==> config.mk <==
export PLATFORM = sky130hd
export DESIGN_NAME = video_dma_flat
export DESIGN_NICKNAME = d
export VERILOG_FILES = /design/src/rtl/video_dma_if.sv /design/src/rtl/video_dma.sv /design/src/flat_wrapper.sv
export SDC_FILE = /design/constraint.sdc
export NUM_CORES = 1
export LEC_CHECK = 0
export CORE_ASPECT_RATIO = 0.75
export CORE_UTILIZATION = 58
export DETAILED_ROUTE_END_ITERATION = 16
export PLACE_DENSITY = 0.84
export SLEW_MARGIN = 5
export SYNTH_ARGS = -nofsm -noshare
export SYNTH_HDL_FRONTEND = slang
export SYNTH_SLANG_ARGS = --single-unit
export TNS_END_PERCENT = 30
==> constraint.sdc <==
create_clock -name clk -period 6.4 [get_ports clk]
set_input_delay 1.28 -clock clk [delete_from_list [all_inputs] [get_ports clk]]
set_output_delay 1.28 -clock clk [all_outputs]
set_load 0.01 [all_outputs]
==> src/rtl/video_dma_if.sv <==
`default_nettype none
// ============================================================================
// video_dma_if : CPU iomem responder bus plus video-side write initiator bus
// Rev 1.0
// ============================================================================
interface video_dma_if;
    logic        iomem_valid;
    logic        iomem_ready;
    logic [3:0]  iomem_wstrb;
    logic [31:0] iomem_addr;
    logic [31:0] iomem_wdata;
    logic [31:0] iomem_rdata;
    logic        vid_valid;
    logic        vid_ready;
    logic [3:0]  vid_wstrb;
    logic [31:0] vid_addr;
    logic [31:0] vid_wdata;
    logic        dma_done;

    modport slave (
        input  iomem_valid, iomem_wstrb, iomem_addr, iomem_wdata,
        output iomem_ready, iomem_rdata,
        output vid_valid, vid_wstrb, vid_addr, vid_wdata,
        input  vid_ready,
        output dma_done
    );

    modport master (
        output iomem_valid, iomem_wstrb, iomem_addr, iomem_wdata,
        input  iomem_ready, iomem_rdata,
        input  vid_valid, vid_wstrb, vid_addr, vid_wdata,
        output vid_ready,
        input  dma_done
    );
endinterface
`default_nettype wire

==> src/rtl/video_dma.sv <==
`default_nettype none
// ============================================================================
// video_dma : fill engine writing strided word runs into the video iomem window
// Optional VIDEO_DMA_VSYNC_WAIT_EN adds a vblank input and a wait-for-vblank start.
// Rev 1.0
// ============================================================================
module video_dma #(
    parameter logic [31:0] DEST_BASE = 32'h0300_0000
) (
    input  wire logic  clk,
    input  wire logic  resetn,
`ifdef VIDEO_DMA_VSYNC_WAIT_EN
    input  wire logic  vblank,
`endif
    video_dma_if.slave bus
);
    typedef enum logic [1:0] {
        ST_IDLE    = 2'd0,
        ST_ISSUE   = 2'd1,
        ST_WAIT_VB = 2'd2
    } state_t;

    state_t state_q, state_d;

    logic [23:0] dest_q;
    logic [15:0] count_q;
    logic [31:0] data_q;
    logic [15:0] stride_q;
    logic [23:0] cur_q;
    logic [15:0] rem_q;
    logic [31:0] word_q;
    logic [15:0] step_q;
    logic        inc_q;
    logic        done_q;
    logic        aborted_q;
    logic        abort_pend_q;
    logic        ready_q;
    logic        done_pulse_q;
    logic [31:0] rdata_q;

    logic [2:0]  sel;
    logic        wr_en, ctrl_wr, start_cmd, abort_cmd, clr_cmd;
    logic        busy, beat, abort_any, vsync_req;
    logic        load, finish, finish_abort;
    logic [31:0] wmask, rd_mux;
    logic        unused_addr;

    assign sel         = bus.iomem_addr[4:2];
    assign unused_addr = ^{bus.iomem_addr[31:5], bus.iomem_addr[1:0]};

    // Register writes land at the end of the ready cycle.
    assign wr_en     = bus.iomem_valid && ready_q && (bus.iomem_wstrb != 4'h0);
    assign ctrl_wr   = wr_en && (sel == 3'd4) && bus.iomem_wstrb[0];
    assign start_cmd = ctrl_wr && bus.iomem_wdata[0];
    assign abort_cmd = ctrl_wr && bus.iomem_wdata[1];
    assign clr_cmd   = ctrl_wr && bus.iomem_wdata[3];
    assign busy      = (state_q != ST_IDLE);
    assign beat      = (state_q == ST_ISSUE) && bus.vid_ready;
    assign abort_any = abort_pend_q || abort_cmd;
    assign wmask     = {{8{bus.iomem_wstrb[3]}}, {8{bus.iomem_wstrb[2]}},
                        {8{bus.iomem_wstrb[1]}}, {8{bus.iomem_wstrb[0]}}};

`ifdef VIDEO_DMA_VSYNC_WAIT_EN
    logic vb_q, vb_qq, vb_rise;

    always_ff @(posedge clk or negedge resetn) begin
        if (!resetn) begin
            vb_q  <= 1'b0;
            vb_qq <= 1'b0;
        end else begin
            vb_q  <= vblank;
            vb_qq <= vb_q;
        end
    end

    assign vb_rise   = vb_q && !vb_qq;
    assign vsync_req = bus.iomem_wdata[4];
`else
    assign vsync_req = 1'b0;
`endif

    always_ff @(posedge clk or negedge resetn) begin
        if (!resetn) state_q <= ST_IDLE;
        else         state_q <= state_d;
    end

    always_comb begin
        state_d      = state_q;
        load         = 1'b0;
        finish       = 1'b0;
        finish_abort = 1'b0;
        case (state_q)
            ST_IDLE: begin
                if (start_cmd) begin
                    if (count_q == 16'd0) begin
                        finish = 1'b1;
                    end else begin
                        load    = 1'b1;
                        state_d = vsync_req ? ST_WAIT_VB : ST_ISSUE;
                    end
                end
            end
            ST_ISSUE: begin
                // A pending abort only takes effect on a handshake, so a beat is never cut.
                if (beat && ((rem_q == 16'd1) || abort_any)) begin
                    state_d      = ST_IDLE;
                    finish       = 1'b1;
                    finish_abort = abort_any;
                end
            end
`ifdef VIDEO_DMA_VSYNC_WAIT_EN
            ST_WAIT_VB: begin
                if (abort_any) begin
                    state_d      = ST_IDLE;
                    finish       = 1'b1;
                    finish_abort = 1'b1;
                end else if (vb_rise) begin
                    state_d = ST_ISSUE;
                end
            end
`endif
            default: state_d = ST_IDLE;
        endcase
    end

    always_comb begin
        rd_mux = 32'h0;
        case (sel)
            3'd0:    rd_mux = {8'h0, dest_q};
            3'd1:    rd_mux = {16'h0, busy ? rem_q : count_q};
            3'd2:    rd_mux = data_q;
            3'd3:    rd_mux = {16'h0, stride_q};
            3'd4:    rd_mux = {rem_q, 13'h0, aborted_q, done_q, busy};
            default: rd_mux = 32'h0;
        endcase
    end

    always_ff @(posedge clk or negedge resetn) begin
        if (!resetn) begin
            dest_q       <= 24'h0;
            count_q      <= 16'h0;
            data_q       <= 32'h0;
            stride_q     <= 16'h0;
            cur_q        <= 24'h0;
            rem_q        <= 16'h0;
            word_q       <= 32'h0;
            step_q       <= 16'h0;
            inc_q        <= 1'b0;
            done_q       <= 1'b0;
            aborted_q    <= 1'b0;
            abort_pend_q <= 1'b0;
            ready_q      <= 1'b0;
            done_pulse_q <= 1'b0;
            rdata_q      <= 32'h0;
        end else begin
            ready_q      <= bus.iomem_valid && !ready_q;
            rdata_q      <= (bus.iomem_valid && !ready_q) ? rd_mux : 32'h0;
            done_pulse_q <= finish;

            if (wr_en && !busy) begin
                case (sel)
                    3'd0: dest_q   <= (dest_q & ~wmask[23:0]) | (bus.iomem_wdata[23:0] & wmask[23:0]);
                    3'd1: count_q  <= (count_q & ~wmask[15:0]) | (bus.iomem_wdata[15:0] & wmask[15:0]);
                    3'd2: data_q   <= (data_q & ~wmask) | (bus.iomem_wdata & wmask);
                    3'd3: stride_q <= (stride_q & ~wmask[15:0]) | (bus.iomem_wdata[15:0] & wmask[15:0]);
                    default: ;
                endcase
            end

            if (load) begin
                cur_q  <= dest_q;
                rem_q  <= count_q;
                word_q <= data_q;
                step_q <= stride_q;
                inc_q  <= bus.iomem_wdata[2];
            end else if (beat) begin
                cur_q  <= cur_q + {8'h0, step_q};
                rem_q  <= rem_q - 16'd1;
                word_q <= word_q + {31'h0, inc_q};
            end

            if (finish) begin
                done_q       <= 1'b1;
                aborted_q    <= finish_abort;
                abort_pend_q <= 1'b0;
            end else if (load) begin
                done_q       <= 1'b0;
                aborted_q    <= 1'b0;
                abort_pend_q <= 1'b0;
            end else begin
                if (clr_cmd) begin
                    done_q    <= 1'b0;
                    aborted_q <= 1'b0;
                end
                if (abort_cmd && busy) abort_pend_q <= 1'b1;
            end
        end
    end

    assign bus.iomem_ready = ready_q;
    assign bus.iomem_rdata = rdata_q;
    assign bus.vid_valid   = (state_q == ST_ISSUE);
    assign bus.vid_wstrb   = 4'hF;
    assign bus.vid_addr    = {DEST_BASE[31:24], cur_q};
    assign bus.vid_wdata   = word_q;
    assign bus.dma_done    = done_pulse_q;
endmodule
`default_nettype wire

==> src/flat_wrapper.sv <==
// flat-port wrapper written by rule: the top's interface ports become plain ports
module video_dma_flat 
#(
    parameter logic [31:0] DEST_BASE = 32'h0300_0000
)
  (clk, resetn, bus_iomem_valid, bus_iomem_wstrb, bus_iomem_addr, bus_iomem_wdata, bus_iomem_ready, bus_iomem_rdata, bus_vid_valid, bus_vid_wstrb, bus_vid_addr, bus_vid_wdata, bus_vid_ready, bus_dma_done);
  video_dma_if bus_i ();
  input  wire logic clk;
  input  wire logic resetn;
  input wire logic [$bits(bus_i.iomem_valid)-1:0] bus_iomem_valid;
  input wire logic [$bits(bus_i.iomem_wstrb)-1:0] bus_iomem_wstrb;
  input wire logic [$bits(bus_i.iomem_addr)-1:0] bus_iomem_addr;
  input wire logic [$bits(bus_i.iomem_wdata)-1:0] bus_iomem_wdata;
  output wire logic [$bits(bus_i.iomem_ready)-1:0] bus_iomem_ready;
  output wire logic [$bits(bus_i.iomem_rdata)-1:0] bus_iomem_rdata;
  output wire logic [$bits(bus_i.vid_valid)-1:0] bus_vid_valid;
  output wire logic [$bits(bus_i.vid_wstrb)-1:0] bus_vid_wstrb;
  output wire logic [$bits(bus_i.vid_addr)-1:0] bus_vid_addr;
  output wire logic [$bits(bus_i.vid_wdata)-1:0] bus_vid_wdata;
  input wire logic [$bits(bus_i.vid_ready)-1:0] bus_vid_ready;
  output wire logic [$bits(bus_i.dma_done)-1:0] bus_dma_done;
  assign bus_i.iomem_valid = bus_iomem_valid;
  assign bus_i.iomem_wstrb = bus_iomem_wstrb;
  assign bus_i.iomem_addr = bus_iomem_addr;
  assign bus_i.iomem_wdata = bus_iomem_wdata;
  assign bus_iomem_ready = bus_i.iomem_ready;
  assign bus_iomem_rdata = bus_i.iomem_rdata;
  assign bus_vid_valid = bus_i.vid_valid;
  assign bus_vid_wstrb = bus_i.vid_wstrb;
  assign bus_vid_addr = bus_i.vid_addr;
  assign bus_vid_wdata = bus_i.vid_wdata;
  assign bus_i.vid_ready = bus_vid_ready;
  assign bus_dma_done = bus_i.dma_done;
  video_dma #(.DEST_BASE(DEST_BASE)) u_core (.clk(clk), .resetn(resetn), .bus(bus_i));
endmodule
Yosys cells after proc, flatten, opt, wreduce, memory -nomap -nowiden:

Cells that the tools add are included.

* add/sub/neg operators: 3
* equal/unequal tests: 9
* bitwise gates (word level): 14
* muxes and demuxes: 29
* reductions and logical operators: 29

Operators with widths (count)
* 32-bit case mux with 5 select lines: 1
* 32-bit two-way mux: 3
* 32-bit bitwise AND: 2
* 16-bit bitwise AND: 3
* 24-bit bitwise AND: 2
* 16-bit two-way mux: 3
* 24-bit two-way mux: 2
* 32-bit by 1-bit adder with 32-bit output: 1
* 32-bit inverter: 1
* 16-bit bitwise OR: 2
* 32-bit bitwise OR: 1
* 24-bit by 16-bit adder with 24-bit output: 1
* 24-bit inverter: 1
* 24-bit bitwise OR: 1
* 16-bit by 1-bit == test with 1-bit output (second input constant): 1
* 16-bit logical NOT: 1
* 16-bit inverter: 1
* 16-bit by 1-bit subtractor with 16-bit output (second input constant): 1
* 1-bit two-way mux: 15
* 1-bit logical AND: 12
* 2-bit AND reduction: 4
* 3-bit by 2-bit == test with 1-bit output (second input constant): 2
* 2-bit two-way mux: 3
* 3-bit nonzero test: 2
* 14 further kinds: 18

* register bits after elaboration: 216
* input port bits: 72

Logic depth before layout (Yosys ltp):

Gate-level depths: netlist (run 1).

* depth after elaboration: 11
* mapped depth: 9
* gate-level depth less buffers: 9

Worst setup path before layout (run 1):

No wires, ideal clock.

* kind: input to register
* from: in bus_iomem_addr[2]
* to: reg u_core.cur_q[19]
* stages on the path: 8
* setup slack: 3.615 ns
* arrival: 2.642 ns
* cell sequence: clkbuf_1 -> nor3b_2 -> and2_1 -> a41oi_1 -> buf_2 -> o21bai_1 -> a222oi_1 -> o211ai_1

* cells in the longest elaborated chain, start to end: 7
* elaborated cells on any way between the ends: 8
* classes of those cells: eq/ne: 1; mux: 3; reduce/logical: 4

RTL lines
* from (decl): line flat_wrapper.sv:12 `input wire logic [$bits(bus_i.iomem_addr)-1:0] bus_iomem_addr;`
* 3-bit == test (*): line video_dma.sv:53 `assign ctrl_wr = wr_en && (sel == 3'd4) && bus.iomem_wstrb[0];`
* 1-bit logical AND (*) (2 in a row): line video_dma.sv:53
* 1-bit logical AND (*): line video_dma.sv:54 `assign start_cmd = ctrl_wr && bus.iomem_wdata[0];`
* 1-bit two-way mux (*): line video_dma.sv:94 `if (start_cmd) begin`
* 1-bit two-way mux (*): line video_dma.sv:92 `case (state_q)`
* 24-bit two-way mux / 2-bit nonzero test (equally long branches)
* to (signal assigned): line video_dma.sv:171 `cur_q <= dest_q;`
* to (signal assigned): line video_dma.sv:177 `cur_q <= cur_q + {8'h0, step_q};`
* to (decl): line video_dma.sv:29 `logic [23:0] cur_q;`

Every way passes the cells marked *; elsewhere a longest branch is shown, timed or not.
A chain may end at the register's enable or synchronous reset.

Final worst setup path (run 1):

* from: in bus_iomem_addr[4]
* to: reg u_core.cur_q[19]

The elaborated chain is that of the path after synthesis.

==> results of run 1 <==
[layout by cell type (no fill, tap or decap), drive strengths merged, types with 4 or more instances in the layout]
| cell type | instances |
|---|---|
| dfrtp | 215 |
| nand2 | 154 |
| clkdlybuf4s50 | 132 |
| mux2 | 89 |
| nor2 | 65 |
| o21ai | 52 |
| a21oi | 49 |
| a22oi | 33 |
| nand3 | 33 |
| clkbuf | 30 |
| nor3 | 28 |
| and3 | 27 |
| xor2 | 27 |
| mux2i | 25 |
| ha | 20 |
| buf | 18 |
| nand4 | 16 |
| conb | 12 |
| o211ai | 11 |
| and2 | 11 |
| a221o | 10 |
| inv | 9 |
| a221oi | 9 |
| a21o | 8 |
| o21a | 7 |
| xnor2 | 7 |
| nor4 | 7 |
| a211oi | 6 |
| o22ai | 6 |
| a31oi | 5 |
| o311ai | 5 |
| clkinv | 4 |
| nor2b | 4 |
| nor3b | 4 |
[cell type report]
type / instances / area share [%]
multi-input combinational: 768 / 39.44
tap: 242 / 2.325
inverter: 9 / 0.2594
timing repair buffer: 151 / 11.29
sequential: 215 / 41.31
clock buffer: 29 / 4.727
clock inverter: 6 / 0.6437
[kinds of logic (layout without fill, tap and decap cells)]
group | count (synthesis) | in the layout | share of synthesized area, %
flops | 215 | 215 | 49.69
buf+inv | 77 | 195 | 3.351
other cells | 2 | 12 | 0.06937
fa+ha+maj | 21 | 21 | 2.496
mux | 114 | 114 | 11.57
xor+xnor | 34 | 34 | 2.751
compound gates | 226 | 226 | 14.20
simple gates | 361 | 361 | 15.87
[metrics by stage]
| step | hold slack, ns | setup WS, ns | total power, W | instance area (µm²) | std cells |
|---|---|---|---|---|---|
| 6_report | 0.4845 | 2.506 | 0.003719 | 13020 | 1420 |
| 5_1_grt | 0.5077 | 2.396 | 0.003863 | 13020 | 1420 |
| 4_1_cts | 0.4869 | 2.596 | 0.003713 | 13020 | 1420 |
| 3_5_place_dp | 0.4718 | 2.147 | 0.002452 | 12320 | 1385 |
| 3_3_place_gp | 0.4638 | 2.215 | 0.002428 | 12320 | 1385 |
| 2_1_floorplan | 0.4497 | 3.615 | 0.002125 | 10860 | 1060 |
[tightest hold or removal path, delay by kind of cell, from the launching register on]
| family | cells | cell delay [ns] |
|---|---|---|
| and+or+nand+nor | 2 | 0.11 |
| DFF | 1 | 0.34 |
[power by group]
part           switching, W  internal, W
clock network      0.000514     0.000750
registers          0.000226      0.00154
logic              0.000349     0.000342
[worst max path at each step]
stage,to
global route,u_core.cur_q[19]
floorplan,u_core.cur_q[19]
detailed placement,u_core.cur_q[19]
global placement,u_core.cur_q[19]
CTS,u_core.cur_q[19]
finish,u_core.cur_q[19]
[layer usage]
layer,global-route usage (%),vias to the layer above
li1,-,4008
met1,46.66,4432
met2,49.07,535
met3,6.106,78
met4,10.16,0
met5,0,-
==> results.py, run 1 <==
metrics = {
    "yosys": {
        "yosysTopAreaCellShare_pct": 49.69,
        "synth_area_leaders": "dfrtp_1, mux2_2, nand2_1",
        "synth_commonest_cells": "dfrtp_1, nand2_1, mux2_2",
        "async_reset_ff_share_pct": 100.0,
        "synthFlopType": "dfrtp_1",
        "synth_cell_types": 70,
        "yosysTopAreaCell": "dfrtp_1",
        "yosysWarnings": 0,
        "ys_seq_area_share_pct": 49.69,
        "synth_cells": 1050,
        "yosysMostFrequentCell": "dfrtp_1",
        "ys_ff_latch": 215,
        "avgSynthCellArea_um2": 10.31,
        "synth_edf_count": 0,
        "synth_area_mm2": 0.01083,
    },
    "clock_tree": {
        "h-tree-depth": 1,
        "cts_hold_buf": 0,
        "clock_path_buffers": 3,
        "cts-root-buf": "clkbuf_16",
        "cts_made_buffers": 21,
        "cts.clk_slew.worst_paths_ns": 0.07,
        "cts_tree": "built",
        "cts_sinks": 215,
        "cts_resized": 0,
        "insertion_delay_ns": 0.50,
        "cts_setup_buffers": 0,
    },
    "sta": {
        "setup_viol_count_final": 0,
        "finalHoldViolations": 0,
        "slew_headroom_pct": 19.57,
        "finalClockSkew_ns": 0.007627,
        "worst_pin_slew_ns": 1.202,
        "fin_setup_tns_ns": 0,
        "drv_slew": 0,
        "fin_crit_ns": 3.894,
        "grt_setup_unrepaired": "no",
        "clock.fmax_mhz": 256.8,
        "period_share_pct": 60.85,
    },
    "route": {
        "vias": 9053,
        "drc": 0,
        "met2_length_mm": 13.51,
        "firstDrtPassIters": 6,
        "vias_per_cell": 6.375,
        "highest_layer": "met4",
        "ant_nets": 0,
        "routed_wl_mm": 30.34,
        "wl_per_cell_um": 21.37,
        "route.met3.wl_mm": 2.822,
        "drt-met1-wl_mm": 13.07,
        "drt_iter0_markers": 1162,
    },
    "critical_path": {
        "cp_max_fo": 25,
        "cp_slowest_cell": "a41oi_2",
        "critPathMaxStageDelay_ns": 0.54,
        "start_kind": "input pin",
        "crit_start": "bus_iomem_addr[4]",
        "reg2reg_to": "u_core.rem_q[7]",
        "path_delay_family": "buffers and inverters",
        "cp_num_buf_inv": 4,
        "cp_common_cell": "buf_4",
        "worstPathRequired_ns": 6.76,
        "r2r_slack_ns": 3.35,
        "cp.arrival_ns": 4.26,
        "worst-r2r-cell-count": 6,
        "worstPathCellList": "clkdlybuf4s50_1, buf_4, nor3b_2, buf_4, and2_1, a41oi_2, buf_4, o21bai_1, a222oi_1, o211ai_1",
        "crit_cells": 10,
        "crit_type": "input pin to flop",
        "worst_setup_path_end_kind": "flop",
    },
    "layout": {
        "nFillCells": 1258,
        "antenna-diode-count": 0,
        "nNetsFinal": 1259,
        "utilization_pct": 72.46,
        "syn_to_final_growth_pct": 20.28,
        "drive_gt1_share_pct": 14.35,
        "multiInputGateArea_mm2": 0.005136,
        "regArea_mm2": 0.005380,
    },
    "placement": {
        "dp_hpwl_mm": 21.11,
        "gp_congestion": 0.9402,
        "port_buffers": 133,
    },
    "floorplan": {
        "ios": 175,
        "die_area_mm2": 0.01922,
        "core-area_mm2": 0.01797,
        "die_height_um": 120.3,
        "fp.dieW_um": 159.8,
        "fp-row-count": 42,
        "start_util_pct": 60.24,
    },
    "hold_path": {
        "min_from": "u_core.step_q[3]",
        "min_to": "u_core.step_q[3]",
        "min_path_type": "flop to flop",
        "hold_path_depth": 2,
    },
    "run": {
        "max_cap_viol_count": 0,
    },
    "outcome": {
        "status": "completed",
    },
    "grt": {
        "grt_max_degree": 97,
        "track_usage_pct": 32.17,
        "antenna_found_initial": 0,
        "grt_pass1_wl_mm": 48.24,
        "first_global_vias": 8716,
        "overflow": 0,
    },
    "pwr": {
        "cellPowerDensity_mw_per_mm2": 285.6,
        "p_leak_nw": 5.703,
        "ir_worst_vdd_mv": 0.2360,
    },
}
Note: power is estimated with default switching activity, not from simulation.
==> inputs of run 2 (changes only) <==
Settings changed: CORE_UTILIZATION 58 to 49, PLACE_DENSITY 0.84 to 0.75.
Clock period 6.4 ns to 3.3 ns, I/O delays scaled along.
==> results.py, run 2 (synthesized netlist as in run 1, its figures left out) <==
metrics = {
    "outcome": {
        "status": "completed",
    },
    "floorplan": {
        "fp.dieW_um": 173.6,
        "ios": 175,
        "start_util_pct": 50.57,
        "die_area_mm2": 0.02270,
        "fp-row-count": 46,
        "die_height_um": 130.7,
        "core-area_mm2": 0.02141,
    },
    "clock_tree": {
        "cts.clk_slew.worst_paths_ns": 0.07,
        "cts_sinks": 215,
        "cts_made_buffers": 22,
        "insertion_delay_ns": 0.51,
        "cts-root-buf": "clkbuf_16",
        "h-tree-depth": 1,
        "cts_resized": 0,
        "cts_tree": "built",
        "cts_hold_buf": 0,
        "cts_setup_buffers": 0,
        "clock_path_buffers": 3,
    },
    "pwr": {
        "p_clk_share_pct": 35.2,
        "p_int_w": 0.005214,
        "p_leak_nw": 5.819,
        "cellPowerDensity_mw_per_mm2": 555.8,
        "ir_worst_vdd_mv": 0.4752,
        "switching_share_pct": 29.43,
        "p_sw_w": 0.002174,
        "comb_power_share_pct": 18.3,
        "seqPwrFrac_pct": 46.5,
    },
    "route": {
        "vias": 8992,
        "routed_wl_mm": 31.23,
        "wl_per_cell_um": 21.04,
        "vias_per_cell": 6.059,
        "drc": 0,
        "ant_nets": 0,
        "drt_iter0_markers": 809,
        "firstDrtPassIters": 5,
    },
    "placement": {
        "place_area_mm2": 0.01254,
        "dp_hpwl_mm": 22.56,
        "port_buffers": 133,
        "gp_congestion": 0.8983,
    },
    "sta": {
        "period_share_pct": 85.99,
        "finalHoldViolations": 0,
        "finalClockSkew_ns": 0.008305,
        "grt_setup_unrepaired": "no",
        "fin_setup_tns_ns": 0,
        "setup_viol_count_final": 0,
        "worst_pin_slew_ns": 0.7837,
        "slew_headroom_pct": 46.40,
        "fin_crit_ns": 2.838,
        "clock.fmax_mhz": 352.4,
        "drv_slew": 0,
    },
    "critical_path": {
        "cp_max_fo": 13,
        "worst_setup_path_end_kind": "output pin",
        "start_kind": "flop",
        "worstPathRequired_ns": 2.64,
        "crit_type": "flop to output pin",
        "cp.arrival_ns": 2.18,
    },
    "layout": {
        "antenna-diode-count": 0,
        "drive_gt1_share_pct": 15.80,
        "nFillCells": 1783,
        "fin_area_mm2": 0.01329,
        "syn_to_final_growth_pct": 22.77,
        "nNetsFinal": 1275,
        "final_common_cell": "dfrtp_1",
        "final_cell_mix": "dfrtp_1, nand2_1, clkdlybuf4s50_1",
    },
    "grt": {
        "antenna_found_initial": 0,
        "grt_max_degree": 70,
        "overflow": 0,
        "track_usage_pct": 28.28,
        "first_global_vias": 9006,
        "grt_pass1_wl_mm": 50.00,
    },
    "run": {
        "max_cap_viol_count": 0,
    },
    "hold_path": {
        "min_path_type": "input pin to async pin",
    },
}
## run 2: area by class of cell
class                           instances  area, µm²  area share, %
Timing Repair Buffer                  166       1622          12.20
Inverter                                9      33.78         0.2542
Clock inverter                          8      92.59         0.6966
Sequential cell                       215       5380          40.48
Multi-Input combinational cell        768       5141          38.68
Clock buffer                           30      661.9          4.980
Tap cell                              288      360.3          2.711
## run 2: power groups by stage
stage / logic [W] / registers, W / clock network (W)
6_report: 0.00135 / 0.00343 / 0.00260
5_1_grt: 0.00148 / 0.00347 / 0.00273
4_1_cts: 0.00135 / 0.00342 / 0.00262
3_5_place_dp: 0.00134 / 0.00346 / 0
3_3_place_gp: 0.00130 / 0.00345 / 0
2_1_floorplan: 0.000792 / 0.00333 / 0
## run 2: metrics by stage
stage,worst slack [ns],power (W),cells,util (%),hold WS [ns]
2_1_floorplan,0.8793,0.004121,1060,-,0.3644
3_3_place_gp,0.2719,0.004748,1446,58.56,0.4704
6_report,0.4625,0.007388,1484,62.08,0.09556
4_1_cts,0.4394,0.007390,1484,62.08,0.1253
3_5_place_dp,0.2111,0.004797,1446,58.56,0.4769
5_1_grt,0.3980,0.007682,1484,62.08,0.1373
## run 2: worst paths after layout
check / endpoint / start / slack, ns / cells past startpoint
setup / recovery: bus_vid_valid / u_core.state_q[0] / 0.46 / 2
hold / removal: async pin / resetn / 0.1 / 1
setup reg to reg: u_core.cur_q[22] / u_core.cur_q[0] / 0.52 / 9
hold reg to reg: u_core.step_q[5] / u_core.step_q[5] / 0.49 / 2
max in group asynchronous: async pin / resetn / 2.34 / 2
min in group clk: u_core.step_q[5] / u_core.step_q[5] / 0.49 / 2
## run 2: routing by layer
layer	part of all wire [%]	GRT usage [%]
met5	0	0
met4	1.9	7.276
met3	8.6	5.584
met2	45	44.63
met1	45	40.34
## run 2: critical path, cell delays in order, from the launching register on
cell             delay (ns)
dfrtp_1                0.71
buf_4                  0.35
clkdlybuf4s50_1        0.60
